## src/rtl/line_fill_demux_if.sv

```systemverilog
// line_fill_demux_if
// Bundles the fill-side handshake and the write-side line bus of the
// line fill demultiplexor.
//   master : the fill requester / memory return path (drives start, way,
//            beat_valid, beat_data; observes everything else)
//   slave  : the line_fill_demux block itself
// Signals:
//   start      request a fill (only looked at while idle)
//   way        target way, captured when a fill starts
//   beat_valid beat_data carries a valid beat
//   beat_data  one narrow data beat from the next memory level
//   beat_ready block takes a beat this cycle
//   busy       fill or line write in progress
//   line_out   assembled line, broadcast to every way
//   way_we     one-hot write enable into the set storage
//   done       one-cycle pulse alongside way_we
interface line_fill_demux_if #(
    parameter int lineSize  = 512,
    parameter int ways      = 8,
    parameter int beatWidth = 64
);
    localparam int wayW = (ways > 1) ? $clog2(ways) : 1;

    logic                 start;
    logic [wayW-1:0]      way;
    logic                 beat_valid;
    logic [beatWidth-1:0] beat_data;
    logic                 beat_ready;
    logic                 busy;
    logic [lineSize-1:0]  line_out;
    logic [ways-1:0]      way_we;
    logic                 done;

    modport master (
        output start, way, beat_valid, beat_data,
        input  beat_ready, busy, line_out, way_we, done
    );

    modport slave (
        input  start, way, beat_valid, beat_data,
        output beat_ready, busy, line_out, way_we, done
    );
endinterface

```

## src/rtl/line_fill_demux.sv

```systemverilog
// line_fill_demux
// Collects lineSize/beatWidth narrow beats from the memory return path into
// a line buffer, then writes that line into exactly one way of the addressed
// set with a single-cycle one-hot write enable. It is the only writer of the
// data array during line fills.
// Ports:
//   clock    rising-edge clock
//   reset_n  synchronous active-low reset
//   bus      line_fill_demux_if slave modport (handshake, beats, line bus,
//            way_we, done)
// Every output is a register, so no input reaches an output combinationally.
module line_fill_demux #(
    parameter int lineSize  = 512,
    parameter int ways      = 8,
    parameter int beatWidth = 64
) (
    input logic               clock,
    input logic               reset_n,
    line_fill_demux_if.slave  bus
);
    localparam int beats = lineSize / beatWidth;
    localparam int cntW  = (beats > 1) ? $clog2(beats) : 1;
    localparam int wayW  = (ways > 1) ? $clog2(ways) : 1;

    typedef enum logic [1:0] {
        IDLE,
        FILL,
        WRITE
    } state_t;

    state_t              state_q;
    logic [wayW-1:0]     way_q;
    logic [cntW-1:0]     cnt_q;
    logic [cntW-1:0]     cnt_d;
    logic [lineSize-1:0] line_q;
    logic [lineSize-1:0] line_d;
    logic                beat_ready_q;
    logic                busy_q;
    logic                done_q;
    logic [ways-1:0]     way_we_q;
    logic [ways-1:0]     wayOneHot;
    logic                beatAccept;
    logic                lastBeat;

    // Beat datapath: beat_ready_q is only high in FILL, so it doubles as the
    // state qualifier and beats offered in IDLE or WRITE are never taken.
    always_comb begin
        beatAccept = bus.beat_valid && beat_ready_q;
        lastBeat   = (cnt_q == cntW'(beats - 1));
        cnt_d      = cnt_q;
        line_d     = line_q;
        if (beatAccept) begin
            line_d[int'(cnt_q) * beatWidth +: beatWidth] = bus.beat_data;
            cnt_d = cnt_q + 1'b1;
        end
    end

    // One-hot decode of the latched way. A way index beyond the last real
    // way (non-power-of-two associativity) matches nothing and yields zero.
    always_comb begin
        wayOneHot = '0;
        for (int i = 0; i < ways; i++) begin
            wayOneHot[i] = (int'(way_q) == i);
        end
    end

    // Control FSM with registered outputs. Outputs are loaded on the edge
    // that enters each state, so they line up exactly with the state.
    always_ff @(posedge clock) begin
        if (!reset_n) begin
            state_q      <= IDLE;
            way_q        <= '0;
            cnt_q        <= '0;
            line_q       <= '0;
            beat_ready_q <= 1'b0;
            busy_q       <= 1'b0;
            done_q       <= 1'b0;
            way_we_q     <= '0;
        end else begin
            case (state_q)
                IDLE: begin
                    if (bus.start) begin
                        way_q        <= bus.way;
                        cnt_q        <= '0;
                        state_q      <= FILL;
                        beat_ready_q <= 1'b1;
                        busy_q       <= 1'b1;
                    end
                end
                FILL: begin
                    if (beatAccept) begin
                        cnt_q  <= cnt_d;
                        line_q <= line_d;
                        if (lastBeat) begin
                            state_q      <= WRITE;
                            beat_ready_q <= 1'b0;
                            way_we_q     <= wayOneHot;
                            done_q       <= 1'b1;
                        end
                    end
                end
                WRITE: begin
                    state_q  <= IDLE;
                    busy_q   <= 1'b0;
                    way_we_q <= '0;
                    done_q   <= 1'b0;
                end
                default: begin
                    state_q      <= IDLE;
                    beat_ready_q <= 1'b0;
                    busy_q       <= 1'b0;
                    way_we_q     <= '0;
                    done_q       <= 1'b0;
                end
            endcase
        end
    end

    assign bus.beat_ready = beat_ready_q;
    assign bus.busy       = busy_q;
    assign bus.line_out   = line_q;
    assign bus.way_we     = way_we_q;
    assign bus.done       = done_q;
endmodule

```

## src/flat_wrapper.sv

```systemverilog
// flat-port wrapper written by rule: the top's interface ports become plain ports
module line_fill_demux_flat 
#(
    parameter int lineSize  = 512,
    parameter int ways      = 8,
    parameter int beatWidth = 64
)
  (clock, reset_n, bus_start, bus_way, bus_beat_valid, bus_beat_data, bus_beat_ready, bus_busy, bus_line_out, bus_way_we, bus_done);
  line_fill_demux_if #(.lineSize(lineSize), .ways(ways), .beatWidth(beatWidth)) bus_i ();
  input logic clock;
  input logic reset_n;
  input wire logic [$bits(bus_i.start)-1:0] bus_start;
  input wire logic [$bits(bus_i.way)-1:0] bus_way;
  input wire logic [$bits(bus_i.beat_valid)-1:0] bus_beat_valid;
  input wire logic [$bits(bus_i.beat_data)-1:0] bus_beat_data;
  output wire logic [$bits(bus_i.beat_ready)-1:0] bus_beat_ready;
  output wire logic [$bits(bus_i.busy)-1:0] bus_busy;
  output wire logic [$bits(bus_i.line_out)-1:0] bus_line_out;
  output wire logic [$bits(bus_i.way_we)-1:0] bus_way_we;
  output wire logic [$bits(bus_i.done)-1:0] bus_done;
  assign bus_i.start = bus_start;
  assign bus_i.way = bus_way;
  assign bus_i.beat_valid = bus_beat_valid;
  assign bus_i.beat_data = bus_beat_data;
  assign bus_beat_ready = bus_i.beat_ready;
  assign bus_busy = bus_i.busy;
  assign bus_line_out = bus_i.line_out;
  assign bus_way_we = bus_i.way_we;
  assign bus_done = bus_i.done;
  line_fill_demux #(.lineSize(lineSize), .ways(ways), .beatWidth(beatWidth)) u_core (.clock(clock), .reset_n(reset_n), .bus(bus_i));
endmodule
```

## config.mk

```make
export PLATFORM = sky130hd
export DESIGN_NAME = line_fill_demux_flat
export DESIGN_NICKNAME = d
export VERILOG_FILES = /design/src/rtl/line_fill_demux_if.sv /design/src/rtl/line_fill_demux.sv /design/src/flat_wrapper.sv
export SDC_FILE = /design/constraint.sdc
export NUM_CORES = 1
export LEC_CHECK = 0
export BUFFER_PORTS_ARGS = -buffer_cell sky130_fd_sc_hd__buf_4
export CAP_MARGIN = 0
export CORE_AREA = 2 2 268 270
export DETAILED_ROUTE_END_ITERATION = 8
export DIE_AREA = 0 0 270 272
export SYNTH_ARGS = -nofsm -noshare
export SYNTH_HDL_FRONTEND = slang
export SYNTH_SLANG_ARGS = --single-unit
```

## constraint.sdc

```tcl
create_clock -name clock -period 6 [get_ports clock]
set_input_delay 0 -clock clock [delete_from_list [all_inputs] [get_ports clock]]
set_output_delay 0 -clock clock [all_outputs]
set_load 0.01 [all_outputs]
```

## Word-level counts from Yosys, hierarchy flattened

Index checks and enable logic that the tools add are counted.

| word-level totals | value |
|---|---|
| input bits | 71 |
| bits in registers | 531 |

| operators by class | value |
|---|---|
| bitwise gates (word level) | 3 |
| shift operators | 2 |
| reductions and logical operators | 11 |
| add/subtract/negate cells | 2 |
| equality and inequality tests | 13 |
| multiplexer cells | 19 |

Operators with widths:

| cell | number |
|---|---|
| $bwmux W512 | 1 |
| $shift A64 B33 Y512 const A | 1 |
| $shiftx A64 B33 Y512 | 1 |
| $neg A9 Y33 | 1 |
| $mux W8 | 2 |
| $pmux W8 S2 | 1 |
| $eq A3 B3 Y1 const B | 5 |
| $reduce_and A3 Y1 | 3 |
| $eq A3 B2 Y1 const B | 2 |
| $mux W2 | 3 |
| $mux W3 | 2 |
| $pmux W3 S2 | 1 |
| $reduce_and A2 Y1 | 3 |
| $mux W1 | 5 |
| $ne A2 B1 Y1 const B | 2 |
| $pmux W1 S2 | 2 |
| $pmux W2 S2 | 1 |
| $reduce_and A4 Y1 | 1 |
| $add A3 B1 Y3 const B | 1 |
| $eq A3 B1 Y1 const B | 1 |
| $logic_not A3 Y1 | 1 |
| $not A1 Y1 | 3 |
| $pmux W1 S3 | 1 |
| $eq A2 B1 Y1 const B | 1 |
| other kinds (5) | 5 |

## Longest topological paths before layout

| depth | value |
|---|---|
| word-level depth | 4 |
| gate-level depth with buffers | 12 |
| depth with buffers taken out | 6 |

## Worst setup path after synthesis

No wires, ideal clock.

| path | value |
|---|---|
| kind | register -> register |
| start point | register u_core.cnt_q[0] |
| end point | register u_core.line_q[10] (netlist: u_core.bus.line_out[10]) |
| data required time | 5928 ps |
| path slack | 3215 ps |
| period minus slack after synthesis | 2785 ps |
| cell stages (with the launch flop) | 12 |
| data arrival time | 2713 ps |
| cell sequence | dfxtp_1 > buf_2 > clkbuf_1 > inv_1 > ha_1 > ha_1 > buf_6 > or4b_1 > nor3_2 > buf_6 > buf_12 > mux2i_1 |

| between the ends | value |
|---|---|
| word-level cells in the longest chain between the ends | 3 |

Ends and longest elaborated chain:

| element | RTL line | source |
|---|---|---|
| start, declared | line_fill_demux.sv:33 | `logic [cntW-1:0] cnt_q;` |
| start signal, assigned | line_fill_demux.sv:92 | `cnt_q <= cnt_d;` |
| $neg A9 Y33 (*) | line_fill_demux.sv:53 | `line_d[int'(cnt_q) * beatWidth +: beatWidth] = bus.beat_data;` |
| $shiftx A64 B33 Y512 / $shift A64 B33 Y512 (equally long branches) | line_fill_demux.sv:53 |  |
| $bwmux W512 (*) | line_fill_demux.sv:53 |  |
| end signal, assigned | line_fill_demux.sv:93 | `line_q <= line_d;` |
| end, declared | line_fill_demux.sv:35 | `logic [lineSize-1:0] line_q;` |

Every way passes the cells marked *; elsewhere a longest branch is shown, timed or not.
A chain may end at the register's enable or synchronous reset.

## Worst setup path after layout

| path | value |
|---|---|
| start point | register u_core.cnt_q[0] |
| end point | register u_core.line_q[1] (netlist: u_core.bus.line_out[1]) |

The elaborated chain is that of the path after synthesis.

==> load_flow_metrics.sql <==
INSERT INTO impl_metrics (metric_group, metric, value, unit) VALUES
('critical_path', 'worstSetupEndpointType', 'register', ''),
('logic_synthesis', 'synth-warning-count', '0', ''),
('detailed_routing', 'wl_per_cell', '21.4', 'µm'),
('sta', 'period_minus_slack', '3.85', 'ns'),
('run', 'drv_cap', '0', ''),
('pwr', 'power.static_leakage', '12.4', 'nW'),
('place', 'dp.final_hpwl', '53.2', 'mm'),
('critical_path', 'worst_ep_required_time', '6.55', 'ns'),
('detailed_routing', 'vias', '18588', ''),
('detailed_routing', 'totalWireLength', '81.0', 'mm'),
('min_path', 'hp-class', 'in2reg', ''),
('floorplanning', 'floorplan.io_pins', '594', ''),
('sta', 'clock-skew-final', '0.0104', 'ns'),
('critical_path', 'critPathMostFrequentCell', 'ha_1', ''),
('clocking', 'cts_tree', 'built', ''),
('logic_synthesis', 'netlist_area', '21000', 'µm²'),
('logic_synthesis', 'yosys.area_share.adder', '0.00299', ''),
('clocking', 'cts_post_setup_buffers_inserted', '0', ''),
('sta', 'sum_of_negative_setup_slack', '0', 'ns'),
('global_route', 'grt_pass1_wl', '119', 'mm'),
('logic_synthesis', 'netlist.top_cell.by_area', 'dfxtp_1', ''),
('logic_synthesis', 'synth_xor_area_frac', '0', ''),
('clocking', 'max-clock-path-buffers', '3', ''),
('layout', 'filler_cell_count', '7125', ''),
('place', 'place.detailed.instances', '3604', ''),
('layout', 'finish.net_count', '2871', ''),
('logic_synthesis', 'synthSimpleGateAreaFrac', '0.160', ''),
('detailed_routing', 'drc', '0', ''),
('layout', 'stdcell_count', '3794', ''),
('floorplanning', 'core', '70800', 'µm²'),
('clocking', 'clkSinkCount', '531', ''),
('sta', 'timing_hold_violations_final', '0', ''),
('detailed_routing', 'detail-route-antenna-nets', '0', ''),
('detailed_routing', 'detailedRoute.firstIterationViolations', '1393', ''),
('layout', 'post_route_cells_drive_above_1_share', '0.257', ''),
('global_route', 'groute.usage.overall', '0.210', ''),
('critical_path', 'timing.reg2reg.worst_path_depth', '8', ''),
('logic_synthesis', 'synth_mux_area_frac', '0.132', ''),
('logic_synthesis', 'netlist_top_cells_area', 'dfxtp_1, mux2i_1, nand2_1', ''),
('critical_path', 'crit_chain', 'inv_1 > ha_1 > ha_1 > or4b_1 > nor3_4 > buf_4 > mux2i_1 > dlygate4sd3_1', ''),
('clocking', 'worst_skew_pair.late_latency', '0.61', 'ns'),
('place', 'post_dp_cell_area', '25900', 'µm²'),
('min_path', 'whs_path_depth', '3', ''),
('clocking', 'cts_root_buf', 'clkbuf_16', ''),
('sta', 'maximum_clock_frequency', '260', 'MHz'),
('sta', 'timing_max_transition_violations_final', '0', ''),
('logic_synthesis', 'number_of_synthesized_register_bits', '531', ''),
('global_route', 'first_global_vias', '17886', ''),
('critical_path', 'critical_path.max_fanout', '49', ''),
('logic_synthesis', 'post_synth_edffs', '0', ''),
('floorplanning', 'floorplan.die.width', '270', 'µm'),
('layout', 'flow.area_growth_from_synthesis', '36.5', '%'),
('clocking', 'clk_pin_slew', '0.06', 'ns'),
('clocking', 'cts_hold_repair.buffers', '80', ''),
('critical_path', 'reg2reg_slack', '2.15', 'ns'),
('critical_path', 'worst_ep_arrival_time', '4.41', 'ns'),
('floorplanning', 'initial_core_utilization', '0.296', ''),
('critical_path', 'cp_slowest_stage_delay', '0.73', 'ns'),
('logic_synthesis', 'yosysUniqueCellTypes', '41', ''),
('critical_path', 'timing_worst_setup_path_type', 'reg2reg', ''),
('logic_synthesis', 'seq_area_frac_synth', '0.507', ''),
('floorplanning', 'num_rows', '98', ''),
('global_route', 'initial_antenna_violation_count', '3', ''),
('logic_synthesis', 'ys_async_sr_fraction', '0', ''),
('logic_synthesis', 'yosys_most_used_dff', 'dfxtp_1', ''),
('sta', 'final_min_period_over_clock_period', '0.642', ''),
('status', 'run_status', 'complete, no violations', ''),
('detailed_routing', 'route.detailed.vias_per_inst', '4.90', ''),
('place', 'place.port_buffers', '593', ''),
('clocking', 'ctsResizeCount', '0', ''),
('clocking', 'clock_tree.htree_level_count', '2', '');
==> area by class of cell <==
class / count / area (µm²) / area share
clock buffers: 86 / 1700 / 0.0593
inverters: 4 / 15.0 / 0.000525
multi-input cells: 1498 / 9350 / 0.327
repair buffers: 701 / 5510 / 0.192
flip-flops and latches: 531 / 10600 / 0.372
well taps: 950 / 1190 / 0.0415
diodes: 1 / 2.50 / 0.0000875
clock inverters: 23 / 216 / 0.00757
==> worst paths after layout <==
path | from | end
max | u_core.cnt_q[0] | u_core.bus.line_out[1]
min | bus_beat_data[39] | u_core.bus.line_out[231]
max reg2reg | u_core.cnt_q[0] | u_core.bus.line_out[1]
min reg2reg | u_core.bus.way_we[0] | u_core.bus.way_we[0]
==> Yosys cell counts (2+ instances only) <==
cell type / instances
nor3b_1: 3
mux2i_1: 277
a21oi_1: 11
nand4bb_1: 2
o2bb2ai_1: 7
inv_1: 4
buf_1: 14
nand3_1: 153
and3b_1: 11
or4b_1: 2
buf_12: 6
ha_1: 5
nor2_1: 10
buf_2: 52
a21boi_0: 70
buf_6: 2
and4_1: 2
nand2_1: 431
nor2b_1: 5
nand4_1: 91
buf_4: 9
dfxtp_1: 531
nand4b_1: 4
nand2b_1: 2
o21ai_0: 233
nor4bb_1: 2
clkbuf_1: 139
a21boi_1: 164
and4b_1: 2
==> per-layer routing <==
layer,vias up,wire (µm),track usage
met1,8972,34400,0.264
li1,8926,-,-
met2,540,38200,0.344
met4,0,3320,0.0863
met3,150,5130,0.0517
met5,-,0,0
==> registers in the layout, summed over array words and instances, names as in the netlist <==
| name | count |
|---|---|
| u_core.way_q | 3 |
| u_core.bus.line_out | 512 |
| u_core.bus.way_we | 8 |
| u_core.state_q | 2 |
| u_core.bus.beat_ready | 1 |
| u_core.bus.done | 1 |
| u_core.cnt_q | 3 |
| u_core.bus.busy | 1 |
==> where the power goes <==
group          internal, W  leakage (nW)  switching, W
clock network      0.00209         0.955       0.00152
logic             0.000140          7.20      0.000244
registers          0.00354          4.28     0.0000167
total              0.00577          12.4       0.00178
==> stage by stage <==
step | worst slack (ns) | total power, W | util | hold slack (ns)
2_1_floorplan | 3.22 | 0.00380 | - | 0.117
3_3_place_gp | 2.28 | 0.00398 | 0.366 | 0.266
3_5_place_dp | 2.20 | 0.00398 | 0.366 | 0.271
4_1_cts | 2.15 | 0.00763 | 0.404 | 0.163
5_1_grt | 1.90 | 0.00779 | 0.404 | 0.196
6_report | 2.15 | 0.00755 | 0.404 | 0.211
==> critical path: cells and delay by family, from the launching register on <==
family        cells  cell delay, ns
fa+ha+maj         2            0.72
mux               1            0.28
flops             1            0.73
simple gates      2            0.74
buf+inv           3            1.27
==> cell usage in the layout (no fill, tap or decap), types with 2 or more instances in the layout <==
cell	n
buf_12	3
nand4bb_4	2
ha_1	5
clkbuf_16	59
dfxtp_1	530
buf_4	617
and4_1	2
clkbuf_1	15
nand4b_1	4
o21ai_0	233
nand2_1	431
o2bb2ai_1	7
mux2i_1	277
nor2b_1	5
nand3_1	153
bufinv_16	3
nor2_1	10
clkinv_4	3
clkbuf_8	12
and3b_1	11
a21boi_1	164
nand4_1	91
inv_6	4
inv_1	4
clkinv_2	13
a21boi_0	70
nand2b_1	2
nor4bb_4	2
and4b_4	2
a21oi_1	11
dlygate4sd3_1	80
nor3b_1	2
==> kinds of logic (layout without fill, tap and decap cells) <==
group / count (synthesis) / count (layout)
AO/OA/AOI/OAI: 488 / 488
adder cells (fa/ha/maj): 5 / 5
buffers and inverters: 227 / 814
flip-flops: 531 / 531
multiplexers: 277 / 277
other: 0 / 1
AND/OR/NAND/NOR: 728 / 728
Note: power is estimated with default switching activity, not from simulation.
